===== src/rtl/alu_rs_if.sv =====
// Dispatch, CDB and issue signals of the ALU reservation station.
// The slave modport is the station itself; master is the dispatcher/ALU side.
interface alu_rs_if #(
    parameter int TAG_W = 4
);
    logic              dispatch_valid_i;
    logic              dispatch_ready_o;
    logic [31:0]       dispatch_pc_i;
    logic [31:0]       dispatch_inst_i;
    logic [TAG_W-1:0]  dispatch_dst_tag_i;
    logic              dispatch_rs1_ready_i;
    logic [TAG_W-1:0]  dispatch_rs1_tag_i;
    logic [31:0]       dispatch_rs1_value_i;
    logic              dispatch_rs2_ready_i;
    logic [TAG_W-1:0]  dispatch_rs2_tag_i;
    logic [31:0]       dispatch_rs2_value_i;

    logic              cdb_valid_i;
    logic [TAG_W-1:0]  cdb_tag_i;
    logic [31:0]       cdb_value_i;

    logic              alu_request_o;
    logic [31:0]       pc_o;
    logic [31:0]       inst_o;
    logic [31:0]       rs1_value_o;
    logic [31:0]       rs2_value_o;
    logic [TAG_W-1:0]  dst_tag_o;

    modport slave (
        input  dispatch_valid_i, dispatch_pc_i, dispatch_inst_i, dispatch_dst_tag_i,
        input  dispatch_rs1_ready_i, dispatch_rs1_tag_i, dispatch_rs1_value_i,
        input  dispatch_rs2_ready_i, dispatch_rs2_tag_i, dispatch_rs2_value_i,
        input  cdb_valid_i, cdb_tag_i, cdb_value_i,
        output dispatch_ready_o,
        output alu_request_o, pc_o, inst_o, rs1_value_o, rs2_value_o, dst_tag_o
    );

    modport master (
        output dispatch_valid_i, dispatch_pc_i, dispatch_inst_i, dispatch_dst_tag_i,
        output dispatch_rs1_ready_i, dispatch_rs1_tag_i, dispatch_rs1_value_i,
        output dispatch_rs2_ready_i, dispatch_rs2_tag_i, dispatch_rs2_value_i,
        output cdb_valid_i, cdb_tag_i, cdb_value_i,
        input  dispatch_ready_o,
        input  alu_request_o, pc_o, inst_o, rs1_value_o, rs2_value_o, dst_tag_o
    );
endinterface


===== src/rtl/alu_rs.sv =====
// ALU reservation station: collapsing queue (slot 0 oldest) with CDB wakeup,
// oldest-ready selection and a registered issue port to the arithmetic unit.
module alu_rs #(
    parameter int ENTRIES = 4,
    parameter int TAG_W   = 4
) (
    input  logic      clk_i,
    input  logic      reset_i,
    input  logic      flush_i,
    alu_rs_if.slave   bus
);
    localparam int IDX_W = (ENTRIES > 1) ? $clog2(ENTRIES) : 1;
    localparam int CNT_W = $clog2(ENTRIES) + 1;

    typedef struct packed {
        logic [31:0]      pc;
        logic [31:0]      inst;
        logic [TAG_W-1:0] dst_tag;
        logic             rs1_rdy;
        logic [TAG_W-1:0] rs1_tag;
        logic [31:0]      rs1_value;
        logic             rs2_rdy;
        logic [TAG_W-1:0] rs2_tag;
        logic [31:0]      rs2_value;
    } slot_t;

    slot_t            slot_q [ENTRIES];
    slot_t            slot_n [ENTRIES];
    logic [CNT_W-1:0] count_q;
    logic [CNT_W-1:0] count_n;
    logic [CNT_W-1:0] wr_idx;
    logic             sel_valid;
    logic [IDX_W-1:0] sel_idx;
    logic             accept;
    slot_t            new_slot;

    logic             req_q;
    logic [31:0]      pc_q;
    logic [31:0]      inst_q;
    logic [31:0]      rs1_q;
    logic [31:0]      rs2_q;
    logic [TAG_W-1:0] dst_q;

    // Same match rule serves both resident wakeup and the dispatch bypass.
    function automatic slot_t wake(slot_t s, logic v, logic [TAG_W-1:0] t, logic [31:0] val);
        slot_t r;
        r = s;
        if (v && !r.rs1_rdy && r.rs1_tag == t) begin
            r.rs1_rdy   = 1'b1;
            r.rs1_value = val;
        end
        if (v && !r.rs2_rdy && r.rs2_tag == t) begin
            r.rs2_rdy   = 1'b1;
            r.rs2_value = val;
        end
        return r;
    endfunction

    assign bus.dispatch_ready_o = (count_q != CNT_W'(ENTRIES));
    assign accept = bus.dispatch_valid_i && bus.dispatch_ready_o && !flush_i;

    always_comb begin
        new_slot.pc        = bus.dispatch_pc_i;
        new_slot.inst      = bus.dispatch_inst_i;
        new_slot.dst_tag   = bus.dispatch_dst_tag_i;
        new_slot.rs1_rdy   = bus.dispatch_rs1_ready_i;
        new_slot.rs1_tag   = bus.dispatch_rs1_tag_i;
        new_slot.rs1_value = bus.dispatch_rs1_value_i;
        new_slot.rs2_rdy   = bus.dispatch_rs2_ready_i;
        new_slot.rs2_tag   = bus.dispatch_rs2_tag_i;
        new_slot.rs2_value = bus.dispatch_rs2_value_i;
    end

    // Scan from the top so the lowest ready index wins.
    always_comb begin
        sel_valid = 1'b0;
        sel_idx   = '0;
        for (int i = ENTRIES - 1; i >= 0; i--) begin
            if (CNT_W'(i) < count_q && slot_q[i].rs1_rdy && slot_q[i].rs2_rdy) begin
                sel_valid = 1'b1;
                sel_idx   = IDX_W'(i);
            end
        end
    end

    always_comb begin
        slot_n  = slot_q;
        count_n = count_q;
        wr_idx  = count_q - CNT_W'(sel_valid);
        if (flush_i) begin
            count_n = '0;
            for (int i = 0; i < ENTRIES; i++) begin
                slot_n[i].rs1_rdy = 1'b0;
                slot_n[i].rs2_rdy = 1'b0;
            end
        end else begin
            // Shifted slots are woken on the fly so a broadcast during a collapse is kept.
            for (int i = 0; i < ENTRIES; i++) begin
                if (sel_valid && IDX_W'(i) >= sel_idx)
                    slot_n[i] = wake(slot_q[(i < ENTRIES - 1) ? i + 1 : i],
                                     bus.cdb_valid_i, bus.cdb_tag_i, bus.cdb_value_i);
                else
                    slot_n[i] = wake(slot_q[i], bus.cdb_valid_i, bus.cdb_tag_i, bus.cdb_value_i);
            end
            if (accept)
                slot_n[wr_idx[IDX_W-1:0]] = wake(new_slot, bus.cdb_valid_i, bus.cdb_tag_i,
                                                 bus.cdb_value_i);
            count_n = count_q + CNT_W'(accept) - CNT_W'(sel_valid);
        end
    end

    always_ff @(posedge clk_i or negedge reset_i) begin
        if (!reset_i) begin
            count_q <= '0;
            for (int i = 0; i < ENTRIES; i++) slot_q[i] <= '0;
            req_q   <= 1'b0;
            pc_q    <= '0;
            inst_q  <= '0;
            rs1_q   <= '0;
            rs2_q   <= '0;
            dst_q   <= '0;
        end else begin
            count_q <= count_n;
            for (int i = 0; i < ENTRIES; i++) slot_q[i] <= slot_n[i];
            if (flush_i) begin
                req_q <= 1'b0;
            end else if (sel_valid) begin
                req_q  <= 1'b1;
                pc_q   <= slot_q[sel_idx].pc;
                inst_q <= slot_q[sel_idx].inst;
                rs1_q  <= slot_q[sel_idx].rs1_value;
                rs2_q  <= slot_q[sel_idx].rs2_value;
                dst_q  <= slot_q[sel_idx].dst_tag;
            end else begin
                req_q <= 1'b0;
            end
        end
    end

    assign bus.alu_request_o = req_q;
    assign bus.pc_o          = pc_q;
    assign bus.inst_o        = inst_q;
    assign bus.rs1_value_o   = rs1_q;
    assign bus.rs2_value_o   = rs2_q;
    assign bus.dst_tag_o     = dst_q;
endmodule


===== src/flat_wrapper.sv =====
// flat-port wrapper written by rule: the top's interface ports become plain ports
module alu_rs_flat 
#(
    parameter int ENTRIES = 4,
    parameter int TAG_W   = 4
)
  (clk_i, reset_i, flush_i, bus_dispatch_valid_i, bus_dispatch_pc_i, bus_dispatch_inst_i, bus_dispatch_dst_tag_i, bus_dispatch_rs1_ready_i, bus_dispatch_rs1_tag_i, bus_dispatch_rs1_value_i, bus_dispatch_rs2_ready_i, bus_dispatch_rs2_tag_i, bus_dispatch_rs2_value_i, bus_cdb_valid_i, bus_cdb_tag_i, bus_cdb_value_i, bus_dispatch_ready_o, bus_alu_request_o, bus_pc_o, bus_inst_o, bus_rs1_value_o, bus_rs2_value_o, bus_dst_tag_o);
  alu_rs_if #(.TAG_W(TAG_W)) bus_i ();
  input  logic clk_i;
  input  logic reset_i;
  input  logic flush_i;
  input wire logic [$bits(bus_i.dispatch_valid_i)-1:0] bus_dispatch_valid_i;
  input wire logic [$bits(bus_i.dispatch_pc_i)-1:0] bus_dispatch_pc_i;
  input wire logic [$bits(bus_i.dispatch_inst_i)-1:0] bus_dispatch_inst_i;
  input wire logic [$bits(bus_i.dispatch_dst_tag_i)-1:0] bus_dispatch_dst_tag_i;
  input wire logic [$bits(bus_i.dispatch_rs1_ready_i)-1:0] bus_dispatch_rs1_ready_i;
  input wire logic [$bits(bus_i.dispatch_rs1_tag_i)-1:0] bus_dispatch_rs1_tag_i;
  input wire logic [$bits(bus_i.dispatch_rs1_value_i)-1:0] bus_dispatch_rs1_value_i;
  input wire logic [$bits(bus_i.dispatch_rs2_ready_i)-1:0] bus_dispatch_rs2_ready_i;
  input wire logic [$bits(bus_i.dispatch_rs2_tag_i)-1:0] bus_dispatch_rs2_tag_i;
  input wire logic [$bits(bus_i.dispatch_rs2_value_i)-1:0] bus_dispatch_rs2_value_i;
  input wire logic [$bits(bus_i.cdb_valid_i)-1:0] bus_cdb_valid_i;
  input wire logic [$bits(bus_i.cdb_tag_i)-1:0] bus_cdb_tag_i;
  input wire logic [$bits(bus_i.cdb_value_i)-1:0] bus_cdb_value_i;
  output wire logic [$bits(bus_i.dispatch_ready_o)-1:0] bus_dispatch_ready_o;
  output wire logic [$bits(bus_i.alu_request_o)-1:0] bus_alu_request_o;
  output wire logic [$bits(bus_i.pc_o)-1:0] bus_pc_o;
  output wire logic [$bits(bus_i.inst_o)-1:0] bus_inst_o;
  output wire logic [$bits(bus_i.rs1_value_o)-1:0] bus_rs1_value_o;
  output wire logic [$bits(bus_i.rs2_value_o)-1:0] bus_rs2_value_o;
  output wire logic [$bits(bus_i.dst_tag_o)-1:0] bus_dst_tag_o;
  assign bus_i.dispatch_valid_i = bus_dispatch_valid_i;
  assign bus_i.dispatch_pc_i = bus_dispatch_pc_i;
  assign bus_i.dispatch_inst_i = bus_dispatch_inst_i;
  assign bus_i.dispatch_dst_tag_i = bus_dispatch_dst_tag_i;
  assign bus_i.dispatch_rs1_ready_i = bus_dispatch_rs1_ready_i;
  assign bus_i.dispatch_rs1_tag_i = bus_dispatch_rs1_tag_i;
  assign bus_i.dispatch_rs1_value_i = bus_dispatch_rs1_value_i;
  assign bus_i.dispatch_rs2_ready_i = bus_dispatch_rs2_ready_i;
  assign bus_i.dispatch_rs2_tag_i = bus_dispatch_rs2_tag_i;
  assign bus_i.dispatch_rs2_value_i = bus_dispatch_rs2_value_i;
  assign bus_i.cdb_valid_i = bus_cdb_valid_i;
  assign bus_i.cdb_tag_i = bus_cdb_tag_i;
  assign bus_i.cdb_value_i = bus_cdb_value_i;
  assign bus_dispatch_ready_o = bus_i.dispatch_ready_o;
  assign bus_alu_request_o = bus_i.alu_request_o;
  assign bus_pc_o = bus_i.pc_o;
  assign bus_inst_o = bus_i.inst_o;
  assign bus_rs1_value_o = bus_i.rs1_value_o;
  assign bus_rs2_value_o = bus_i.rs2_value_o;
  assign bus_dst_tag_o = bus_i.dst_tag_o;
  alu_rs #(.ENTRIES(ENTRIES), .TAG_W(TAG_W)) u_core (.clk_i(clk_i), .reset_i(reset_i), .flush_i(flush_i), .bus(bus_i));
endmodule

===== config.mk =====
export PLATFORM = sky130hd
export DESIGN_NAME = alu_rs_flat
export DESIGN_NICKNAME = d
export VERILOG_FILES = /design/src/rtl/alu_rs_if.sv /design/src/rtl/alu_rs.sv /design/src/flat_wrapper.sv
export SDC_FILE = /design/constraint.sdc
export NUM_CORES = 2
export LEC_CHECK = 0
export ABC_AREA = 1
export CORE_MARGIN = 4
export CORE_UTILIZATION = 50
export CTS_CLUSTER_DIAMETER = 80
export DETAILED_ROUTE_END_ITERATION = 8
export PLACE_DENSITY = 0.7
export SLEW_MARGIN = 5
export SYNTH_ARGS = -nofsm -noshare
export SYNTH_HDL_FRONTEND = slang
export SYNTH_SLANG_ARGS = --single-unit

===== constraint.sdc =====
create_clock -name clk_i -period 6.94 [get_ports clk_i]
set_input_delay 1.388 -clock clk_i [delete_from_list [all_inputs] [get_ports clk_i]]
set_output_delay 1.388 -clock clk_i [all_outputs]
set_load 0.1 [all_outputs]

==> results.ini <==
[detailed_routing]
drc=0
postRouteAntennaNets=0
wl_per_cell_um=22.0
drt-total-wl_mm=174
drtPass1Iterations=7
via_per_inst=6.09
dr.first_iter.drc_count=5914
vias=48300

[pwr]
power_mw=18.4
power.internal_mw=10.3
peakVddDrop_uv=355
p_switching_mw=8.06
power_density_nw_per_um2=361
seqPwrFrac=0.350
pwr-share-clk=0.240
p_sw_frac=0.438
leakagePower_nw=25.8
power_frac_comb=0.411

[run_status]
status=finished clean

[setup_path]
arrival_ps=6040
endpoint_kind=flip-flop
crit_fanout=43
cp_num_buf_inv=7
r2r_start=u_core.count_q[1]$_DFF_PN0_
startpoint_type=flip-flop
cp-startpoint=u_core.count_q[1]$_DFF_PN0_
slowest_delay_ps=730
critPathTopFamily=buffers and inverters
crit_slowest_cell=clkinv_2
required_ps=7510
crit_chain=inv_1 > ha_1 > nand2_1 > nand2_4 > nand2_1 > nor2_1 > inv_1 > ha_1 > inv_1 > ha_1 > inv_1 > nand4_4 > buf_4 > nand2_4 > clkinv_2 > buf_4 > nand2_1 > nand2_1 > o21ai_1
path_class=reg2reg

[sta]
slew_headroom=0.204
hold_viol_final=0
setup-tns-final_ps=0
finalSetupViolCount=0
fin_skew_ps=27.2
max_freq_ghz=0.183
holdWs_ps=474
grt_setup_unrepaired=false
tightest_slew_ps=1190
post-route-period-util=0.788
fin_crit_ps=5470
maxSlewViolCount=0

[clocking]
cts_hold_buf=0
cts_inserted_buffers=83
clkTransAtPathRegs_ps=60
root_buffer=clkbuf_16
cts_max_level=3
numClockSinks=704
cts_tree=yes
post-cts-setup-buffers=0
clock_path_buffers=3
clk_latency_ps=660
ctsResizeCount=0

[final_layout]
syn_to_final_growth_pct=13.2
multi_input_area_um2=22900
drive_gt1_frac=0.0480
nFillCells=8579
seq_area_um2=17600
nets=6882

[die]
fp.coreArea_um2=88900
row_count=109
pin_count=317
start_util=0.507
dieWidth_um=308
die_y_um=308
dieArea_um2=95000

[grt]
overflow=0
grtUsageTotal=0.358
antenna_found_initial=22
first_global_vias=46100
grt_pass1_wl_mm=268
grt_max_degree=192

[run]
cap_viol_max_count=0

[synthesis]
syn_area_um2=45100
ys_seq_elements=704
synthCells=6732
synth-main-ff-cell=dfrtp_1
ys_seq_area_frac=0.391
syn-num-nets=6922
avgSynthCellArea_um2=6.69
yosys_warnings=0
synth_async_sr_flop_share=1.00
synth_edf_count=0
synthDistinctLibCells=40

[place]
port_buffers=316
place_hpwl_mm=95.7
gp_congestion=0.901

[worst_hold_path]
worstHoldStart=u_core.slot_q[187]$_DFFE_PN0N_
hold_path_class=reg2reg

## power groups by stage
stage	sequential (mW)	combinational, mW	clock [mW]
after CTS	6.40	7.46	4.45
final	6.43	7.56	4.41
after detailed placement	6.46	7.43	0
after floorplan	8.11	3.77	0
after global routing	6.60	8.26	4.61
after global placement	6.41	7.33	0
## logic make-up after synthesis
family | synth area share
compound gates | 0.119
buf+inv | 0.103
simple gates | 0.384
flops | 0.391
fa+ha+maj | 0.00211
xor+xnor | 0.000583
## stage by stage
stage | worst slack (ps) | util | instance area (um^2) | instances
after floorplan | 4050 | - | 45100 | 6732
after global routing | 1270 | 0.573 | 51000 | 7914
after global placement | 1740 | 0.543 | 48300 | 7772
final | 1470 | 0.574 | 51000 | 7924
after CTS | 1580 | 0.573 | 51000 | 7913
after detailed placement | 1590 | 0.543 | 48300 | 7772
## layout make-up
type / count / area share
clock buffer: 121 / 0.0477
multi-input combinational: 4876 / 0.449
sequential: 704 / 0.345
inverter: 635 / 0.0472
tap: 1165 / 0.0286
antenna: 11 / 0.000540
clock inverter: 20 / 0.00508
timing repair buffer: 392 / 0.0763
## synthesized netlist by cell type, types with 11 or more instances
cell | n | area share
nand2_2 | 23 | 0.0032
clkbuf_1 | 256 | 0.021
inv_1 | 621 | 0.052
nand4_1 | 96 | 0.013
o211ai_1 | 22 | 0.0037
a21oi_1 | 150 | 0.017
buf_2 | 195 | 0.022
a22oi_1 | 144 | 0.024
o21ai_0 | 278 | 0.031
nand2_1 | 2391 | 0.20
dfrtp_1 | 704 | 0.39
buf_1 | 54 | 0.0045
o21ai_1 | 192 | 0.021
inv_2 | 13 | 0.0011
nor2_1 | 25 | 0.0021
o22ai_1 | 152 | 0.021
nand2_4 | 11 | 0.0027
nand3_4 | 31 | 0.012
nand3_1 | 1320 | 0.15
## registers in the layout (all words and copies together), names as in the netlist
register                  cells
u_core.bus.alu_request_o      1
u_core.count_q                3
u_core.bus.inst_o            32
u_core.bus.dst_tag_o          4
u_core.bus.pc_o              32
u_core.bus.rs2_value_o       32
u_core.slot_q               568
u_core.bus.rs1_value_o       32
## layer usage
layer	GRT usage	wire length, um	up-vias
li1	-	-	22000
met4	0.211	11600	20
met2	0.554	74900	2958
met1	0.460	67500	22600
met3	0.0845	20300	622
met5	0	126	-
## cell usage in the layout, fill, tap and decap left out, types with 64 or more instances in the layout
cell type,count
clkdlybuf4s50_1,314
a22oi_1,144
o21ai_1,192
buf_4,64
nand3_1,1320
inv_1,619
nand4_1,96
o22ai_1,152
clkbuf_16,85
dfrtp_1,704
a21oi_1,150
o21ai_0,278
nand2_1,2381
## final timing paths
path / end / slack, ps / cells after the start
setup / recovery: u_core.slot_q[346]$_DFFE_PN0N_ / 1470 / 19
hold reg to reg: u_core.slot_q[187]$_DFFE_PN0N_ / 470 / 2
max in group asynchronous: u_core.bus.rs2_value_o[29]$_DFFE_PN0P_ / 4610 / 2
setup reg to reg: u_core.slot_q[346]$_DFFE_PN0N_ / 1470 / 19
min in group asynchronous: u_core.slot_q[334]$_DFFE_PN0N_ / 790 / 1
hold / removal: u_core.slot_q[187]$_DFFE_PN0N_ / 470 / 2
## worst reg2reg max path: stages (launching register included)
cell      delay (ps)
dfrtp_1          420
inv_1            140
ha_1             220
nand2_1          110
nand2_4          440
nand2_1          260
nor2_1           270
inv_1            100
ha_1             230
inv_1             70
ha_1             220
inv_1            270
nand4_4          130
buf_4            350
nand2_4          500
clkinv_2         740
buf_4            600
nand2_1          170
nand2_1           60
o21ai_1          140
No activity file was read; power rests on OpenSTA's default activity.
